File: config.mk
export PLATFORM = sky130hd
export DESIGN_NAME = countdown_timer_nbits
export DESIGN_NICKNAME = d
export VERILOG_FILES = /design/src/rtl/countdown_timer_nbits.sv
export SDC_FILE = /design/constraint.sdc
export NUM_CORES = 1
export LEC_CHECK = 0
export ABC_AREA = 1
export BUFFER_PORTS_ARGS = -buffer_cell sky130_fd_sc_hd__buf_4
export CORE_UTILIZATION = 35
export CTS_CLUSTER_SIZE = 14
export DETAILED_ROUTE_END_ITERATION = 16
export HOLD_SLACK_MARGIN = 0.06
export PLACE_DENSITY = 0.65
export SYNTH_ARGS = -nofsm -noshare
export SYNTH_HDL_FRONTEND = slang
export SYNTH_SLANG_ARGS = --single-unit
File: constraint.sdc
create_clock -name i_clock -period 2.2 [get_ports i_clock]
set_clock_uncertainty 0.05 [all_clocks]
set_input_delay 0 -clock i_clock [delete_from_list [all_inputs] [get_ports i_clock]]
set_output_delay 0 -clock i_clock [all_outputs]
set_load 0.05 [all_outputs]
File: src/rtl/countdown_timer_nbits.sv
// Loadable N-bit down-counter with a one-cycle done pulse when the count reaches zero.
// Optional periodic mode: define COUNTDOWN_AUTORELOAD_EN to reload from the last loaded value.
module countdown_timer_nbits #(
    parameter int N = 6
) (
    input  logic         i_clock,
    input  logic         i_reset,
    input  logic         i_load,
    input  logic [N-1:0] i_load_value,
    input  logic         i_start,
    input  logic         i_enable,
    output logic [N-1:0] o_count,
    output logic         o_busy,
    output logic         o_done,
    output logic [1:0]   o_state
);

    typedef enum logic [1:0] {
        IDLE = 2'b00,
        RUN  = 2'b01,
        HOLD = 2'b10,
        DONE = 2'b11
    } state_t;

    localparam logic [N-1:0] CNT_ZERO = '0;
    localparam logic [N-1:0] CNT_ONE  = N'(1);

    state_t       r_state;
    state_t       w_state_next;
    logic [N-1:0] r_count;
    logic [N-1:0] w_count_next;
    logic         r_done;
    logic         w_done_next;
    logic [N-1:0] w_reload_value;

`ifdef COUNTDOWN_AUTORELOAD_EN
    logic [N-1:0] r_reload;

    always_ff @(posedge i_clock or negedge i_reset) begin
        if (!i_reset) begin
            r_reload <= '0;
        end else if (i_load) begin
            r_reload <= i_load_value;
        end
    end

    assign w_reload_value = r_reload;
`else
    // A zero reload value makes every terminal count behave as one-shot.
    assign w_reload_value = CNT_ZERO;
`endif

    // NOTE: sequential state uses non-blocking assignments so every register
    // samples the pre-edge values, independent of statement order.
    always_ff @(posedge i_clock or negedge i_reset) begin
        if (!i_reset) begin
            r_state <= IDLE;
            r_count <= '0;
            r_done  <= 1'b0;
        end else begin
            r_state <= w_state_next;
            r_count <= w_count_next;
            r_done  <= w_done_next;
        end
    end

    // NOTE: every output of this block gets a default first, so no path
    // leaves a variable unassigned and no latch is inferred.
    always_comb begin
        w_state_next = r_state;
        w_count_next = r_count;
        w_done_next  = 1'b0;

        if (i_load) begin
            w_count_next = i_load_value;
            w_state_next = IDLE;
        end else begin
            unique case (r_state)
                IDLE: begin
                    if (i_start) begin
                        if (r_count == CNT_ZERO) begin
                            w_state_next = DONE;
                            w_done_next  = 1'b1;
                        end else begin
                            w_state_next = RUN;
                        end
                    end
                end
                RUN, HOLD: begin
                    if (!i_enable) begin
                        w_state_next = HOLD;
                    end else if (r_count > CNT_ONE) begin
                        w_count_next = r_count - CNT_ONE;
                        w_state_next = RUN;
                    end else begin
                        // Terminal edge; a zero count here also ends the run rather than wrapping.
                        w_done_next = 1'b1;
                        if (w_reload_value != CNT_ZERO) begin
                            w_count_next = w_reload_value;
                            w_state_next = RUN;
                        end else begin
                            w_count_next = CNT_ZERO;
                            w_state_next = DONE;
                        end
                    end
                end
                DONE: begin
                    w_state_next = IDLE;
                end
                default: begin
                    w_state_next = IDLE;
                end
            endcase
        end
    end

    always_comb begin
        o_busy  = (r_state == RUN) || (r_state == HOLD);
        o_state = r_state;
        o_count = r_count;
        o_done  = r_done;
    end

endmodule

==> results of run 1 <==
synthesized netlist by cell type, drive strengths merged:
library cell   n
nand2         31
xnor2          1
or2            1
inv           16
dfrtp          9
nand3         10
nor2           8
xor2           1
a21oi          2
nand4          3
ha             5
o21ai          4
stage by stage:
step / hold WS, ns / util, % / area (µm²) / worst slack [ns]
6_report: 0.0638 / 58.0 / 1000 / 0.668
5_1_grt: 0.0829 / 58.0 / 1000 / 0.553
4_1_cts: 0.0615 / 58.0 / 1000 / 0.679
3_5_place_dp: -0.215 / 47.8 / 825 / 0.687
3_3_place_gp: -0.215 / 47.8 / 825 / 0.698
2_1_floorplan: -0.346 / - / 643 / 0.104
worst max-delay path by stage:
| stage | slack, ns | start | to |
|---|---|---|---|
| 2_1_floorplan | 0.10 | o_state[0] | o_count[3] |
| 3_3_place_gp | 0.70 | o_state[0] | o_count[3] |
| 3_5_place_dp | 0.69 | o_state[0] | o_count[3] |
| 4_1_cts | 0.68 | o_state[0] | o_count[3] |
| 5_1_grt | 0.55 | o_state[0] | o_count[3] |
| 6_report | 0.67 | o_state[1] | o_count[3] |
routing by layer:
layer	vias to the layer above	GRT usage, %	share of wire [%]
met3	2	2.40	2.3
met1	322	23.8	50
met5	-	0	0
met2	18	25.9	47
li1	365	-	-
met4	0	7.27	1.0
flip-flops by register name, indices dropped and copies added, names as in the netlist:
register and count:
o_count 6, o_done 1, o_state 2
kinds of logic after synthesis:
family | after synthesis | share of synthesized area [%]
simple gates | 53 | 37.9
buf+inv | 16 | 9.34
flops | 9 | 35.0
compound gates | 6 | 5.25
fa+ha+maj | 5 | 9.73
xor+xnor | 2 | 2.72
area by class of cell:
type / count / area share (%)
Timing Repair Buffer: 35 / 30.0
Multi-Input combinational cell: 66 / 35.7
Inverter: 16 / 6.00
Sequential cell: 9 / 22.5
Clock buffer: 4 / 2.63
Tap cell: 25 / 3.13
worst max-delay path, stage by stage (launching register included):
cell     delay (ns)
dfrtp_1        0.41
inv_1          0.07
ha_1           0.32
nand2_1        0.20
nand2_4        0.08
inv_2          0.11
o21ai_2        0.06
nand3_1        0.08
nand2_1        0.05
power breakdown:
part | switching (mW) | internal, mW | total [mW]
logic | 0.470 | 0.230 | 0.700
clock network | 0.0602 | 0.0701 | 0.130
registers | 0.0620 | 0.214 | 0.276
total | 0.592 | 0.514 | 1.11
repair_timing:
| item | CTS | global route |
|---|---|---|
| resized for setup | 0 | 0 |
| hold endpoints to repair | 18 | 0 |
| hold buffers | 15 | 0 |
| setup endpoints to repair | 0 | 0 |
==> summary.md, run 1 <==
| Metric | Value |
|---|---|
| Area Overhead vs Synth | `55.6%` |
| Clock Tree Root | `clkbuf_4` |
| Total CTS buffers | `3` |
| Num rows | `15` |
| Final setup vio count | `0` |
| PwrDens | `1110 nW/µm²` |
| Worst skew pair latency | `0.26 ns` |
| DP HPWL | `~1100 µm` |
| Setup Buffers After CTS | `0` |
| Number of remaining DRC errors | `0` |
| Fmax achieved | `0.653 GHz` |
| Core area | `1730 µm²` |
| Initial DRC Count | `26` |
| Synthesized cell area | `roughly 640 µm²` |
| Worst Path Required | `2.31 ns` |
| Vias in the first global route | `600` |
| Via density per instance | `roughly 4.6` |
| Final Hold Viols | `0` |
| Worst R2R Path Depth | `8` |
| Slew Limit Fails | `0` |
| Most frequent cells in the layout | `30 x nand2_1, 20 x buf_4, 15 x dlygate4sd3_1` |
| CP max FO | `5` |
| Die Area | `2010 µm²` |
| Vias | `707` |
| Seq/Total Area, Yosys | `35.0%` |
| Placed instance count | `136` |
| Setup TNS | `0 ns` |
| Mapped Cells | `just over 90` |
| Commonest non-fill, non-tap cell in the layout | `nand2_1` |
| Footprint of the multi-input gates | `358 µm²` |
| Nets | `147` |
| Worst hold-check path type | `in -> reg` |
| Max Cap Viol | `0` |
| Pwr Total | `around 1.1 mW` |
| GPL Wtd Cong | `roughly 0.84` |
| Fraction of layout cells with a size suffix above 1 | `between 20% and 30%` |
| Largest net degree at the start of global routing | `10` |
| Yosys reg bits | `9` |
| Max rail drop VDD | `roughly 0.00047 V` |
| Drt first pass iters | `4` |
| Fin crit share | `69.7%` |
| H-tree depth | `1` |
| RR Startpoint | `o_state[1]` |
| Crit. End Element | `flip-flop` |
| Hold_sp | `i_enable` |
| WP data arrival | `1.64 ns` |
| Unique masters post-synth | `18` |
| Relative slew slack | `71.5%` |
| N_diodes | `0` |
| Clk buf depth | `2` |
| Top cells by area, synth | `dfrtp_1 35%, nand2_1 18%, ha_1 9.7%` |
| Critical path class | `reg -> reg` |
| Final period demand of the worst path | `1.53 ns` |
| Die height | `44.9 µm` |
| CTS tree | `built` |
| Detailed Route WL | `between 1000 and 1500 µm` |
| Yosys warnings | `0` |
| First-pass GRT wire length | `between 2000 and 3000 µm` |
| Leak | `0.528 nW` |
| Hold depth | `6` |
| Detail Route Antenna Nets | `0` |
| Clock sinks | `9` |
| PortBufs | `20` |
| Synth top area share | `35.0%` |
| Clk slew on worst S/H paths | `0.06 ns` |
| Status | `complete, no violations` |
| Hold EP | `o_state[1]` |
| Finished Layout Cells | `about 160` |
| GRT Total Usage | `16.9%` |
| Post-Syn Nets | `107` |
| Die Width | `44.9 µm` |
| IO Pins | `21` |
| CP Launch Type | `flip-flop` |
| Congestion Overflow GR | `0` |
| FF/Latch Area | `about 230 µm²` |
| Setup slack, reg-to-reg | `0.67 ns` |
| Critical R2R Capture | `o_count[3]` |
| Syn Area/Cell | `7.07 µm²` |
| Fillers | `around 170` |
| RSZ-0062 raised after global routing | `false` |
| Antenna violations before repair | `0` |
| Average wire per standard cell | `between 9 and 10 µm` |
| Initial core utilization | `a little under two fifths` |
| Worst Tran Pin Value | `between 0.4 and 0.5 ns` |
| Cell accounting for the most synthesized area | `dfrtp_1` |
Power figures use the tool's default switching activity.
==> run 2: changes to the inputs <==
--- a/config.mk
+++ b/config.mk
@@ -11,7 +11,7 @@
 export CTS_CLUSTER_SIZE = 14
 export DETAILED_ROUTE_END_ITERATION = 16
 export HOLD_SLACK_MARGIN = 0.06
-export PLACE_DENSITY = 0.65
+export PLACE_DENSITY = 0.67
 export SYNTH_ARGS = -nofsm -noshare
 export SYNTH_HDL_FRONTEND = slang
 export SYNTH_SLANG_ARGS = --single-unit
==> constraint.sdc (replaced) <==
create_clock -name i_clock -period 1.4 [get_ports i_clock]
set_clock_uncertainty 0.05 [all_clocks]
set_input_delay 0 -clock i_clock [delete_from_list [all_inputs] [get_ports i_clock]]
set_output_delay 0 -clock i_clock [all_outputs]
set_load 0.05 [all_outputs]
==> summary.md, run 2 (synthesis gave the netlist of run 1 again) <==
| Metric | Value |
|---|---|
| Final period demand of the worst path | `1.32 ns (-0.211 ns)` |
| CTS tree | `built` |
| Clk buf depth | `2 (unchanged)` |
| Fin area | `1080 µm² (+7.7%)` |
| Die height | `44.9 µm (unchanged)` |
| Antenna violations before repair | `0 (unchanged)` |
| RSZ-0062 raised after global routing | `true` |
| Clock Tree Root | `clkbuf_4` |
| Initial core utilization | `37.2% (unchanged)` |
| GRT Total Usage | `18.1% (+1.1 points)` |
| Slew Limit Fails | `0 (unchanged)` |
| Vias | `728 (+3.0%)` |
| Hold depth | `5 (-1)` |
| Relative slew slack | `71.3% (-0.13 points)` |
| Die Width | `44.9 µm (unchanged)` |
| CP Launch Type | `flip-flop` |
| IO Pins | `21 (unchanged)` |
| Fraction of layout cells with a size suffix above 1 | `36.8% (+13 points)` |
| Area Overhead vs Synth | `67.7%` |
| Die Area | `2010 µm² (unchanged)` |
| Detail Route Antenna Nets | `0 (unchanged)` |
| Worst R2R Path Depth | `7 (-1)` |
| Leak | `0.543 nW (+2.8%)` |
| Max Cap Viol | `0 (unchanged)` |
| Fmax achieved | `0.757 GHz (+16%)` |
| RR Startpoint | `o_count[0]` |
| PortBufs | `20 (unchanged)` |
| Nets | `150 (+2.0%)` |
| Final Hold Viols | `0 (unchanged)` |
| Number of remaining DRC errors | `0 (unchanged)` |
| Num rows | `15 (unchanged)` |
| Setup Buffers After CTS | `0 (unchanged)` |
| CP max FO | `4 (-1)` |
| Worst skew pair latency | `0.26 ns (about the same)` |
| Congestion Overflow GR | `0 (unchanged)` |
| GPL Wtd Cong | `0.790 (-5.5%)` |
| Placed Area | `880 µm² (+6.7%)` |
| Max reg flops | `6 (unchanged)` |
| Commonest non-fill, non-tap cell in the layout | `nand2_1` |
| Core area | `1730 µm² (unchanged)` |
| Via density per instance | `4.61 (+1.0%)` |
| Critical R2R Capture | `o_done` |
| Worst Tran Pin Value | `0.429 ns (+0.00201 ns)` |
| Hold EP | `o_count[5]` |
| Critical path class | `reg -> reg` |
| H-tree depth | `1 (unchanged)` |
| Status | `complete, no violations` |
| Setup slack, reg-to-reg | `0.08 ns (-0.59 ns)` |
| Final setup vio count | `0 (unchanged)` |
| First-pass GRT wire length | `2620 µm (+4.7%)` |
| Max rail drop VDD | `0.00160 V (+240%)` |
| Average wire per standard cell | `10.6 µm (+10%)` |
| Place WS | `0.0409 ns (-0.646 ns)` |
| Initial DRC Count | `8 (-69%)` |
| Total CTS buffers | `3 (unchanged)` |
| Largest net degree at the start of global routing | `10 (unchanged)` |
| Vias in the first global route | `617 (+2.8%)` |
| Detailed Route WL | `1670 µm (+12%)` |
| Worst Path Required | `1.53 ns (-0.78 ns)` |
| Clock sinks | `9 (unchanged)` |
| Clk slew on worst S/H paths | `0.07 ns (about the same)` |
| WP data arrival | `1.46 ns (-0.18 ns)` |
| Worst hold-check path type | `in -> reg` |
| Most frequent cells in the layout | `27 x nand2_1, 23 x buf_4, 15 x dlygate4sd3_1` |
| Final WS setup | `0.0783 ns (-0.589 ns)` |
| Crit. End Element | `flip-flop` |
| DP HPWL | `1150 µm (+4.4%)` |
| PwrDens | `1780 nW/µm² (+61%)` |
| Hold_sp | `i_enable` |
| Fin crit share | `94.4% (+25 points)` |
| Pwr Total | `1.92 mW (+74%)` |
| N_diodes | `0 (unchanged)` |
| Drt first pass iters | `7 (+3)` |
[run 2: cell count changes in the layout (fill, tap and decap cells not counted), sizes merged]
| cell | before | now |
|---|---|---|
| buf | 20 | 23 |
[run 2: routing by layer]
metal / part of all wire (%) / vias up / GRT usage (%)
met1: 45 / 341 / 23.4
li1: - / 367 / -
met2: 51 / 20 / 30.3
met4: 0 / 0 / 7.27
met3: 4.4 / 0 / 2.40
met5: 0 / - / 0
[run 2: cell type report]
type / count / area [µm²]
Multi-Input combinational cell: 66 / 403
Timing Repair Buffer: 38 / 323
Tap cell: 25 / 31.3
Sequential cell: 9 / 230
Inverter: 16 / 65.1
Clock buffer: 4 / 26.3
Fill cell: 156 / 648
[run 2: report_power, final]
group          switching [mW]  total [mW]  internal [mW]
Sequential             0.0928       0.437          0.345
Clock                  0.0993       0.209          0.110
Combinational           0.806        1.27          0.469
Total                   0.998        1.92          0.923
[run 2: worst max path at each step]
stage                     startpoint    endpoint  slack, ns
after floorplan           o_state[1]  o_count[3]      -0.13
after global placement    o_count[0]  o_count[0]       0.08
after detailed placement  o_count[0]  o_count[2]       0.04
after CTS                 o_count[0]  o_count[1]       0.03
after global routing      o_count[0]      o_done     -0.004
final                     o_count[0]      o_done       0.08
[run 2: stage by stage]
step           hold slack, ns  std cells  setup TNS [ns]  util (%)
2_1_floorplan          -0.346         91          -0.617         -
3_3_place_gp           -0.215        139               0      50.9
3_5_place_dp           -0.212        139               0      50.9
4_1_cts                0.0634        158               0      61.2
5_1_grt                 0.108        158        -0.00553      62.5
6_report               0.0740        158               0      62.5
[run 2: worst max-delay path, stage by stage (launching register included)]
cell and delay (ns):
dfrtp_2 0.43, inv_2 0.09, buf_4 0.12, ha_1 0.14, nand3_1 0.11, nor2_1 0.11, nand2_1 0.06, a21oi_1 0.13
[run 2: what timing repair did]
| item | in CTS | in global routing |
|---|---|---|
| hold endpoints to repair | 18 | 0 |
| gates resized for setup | 0 | 5 |
| setup endpoints to repair | 0 | 7 |
| hold buffers | 15 | 0 |
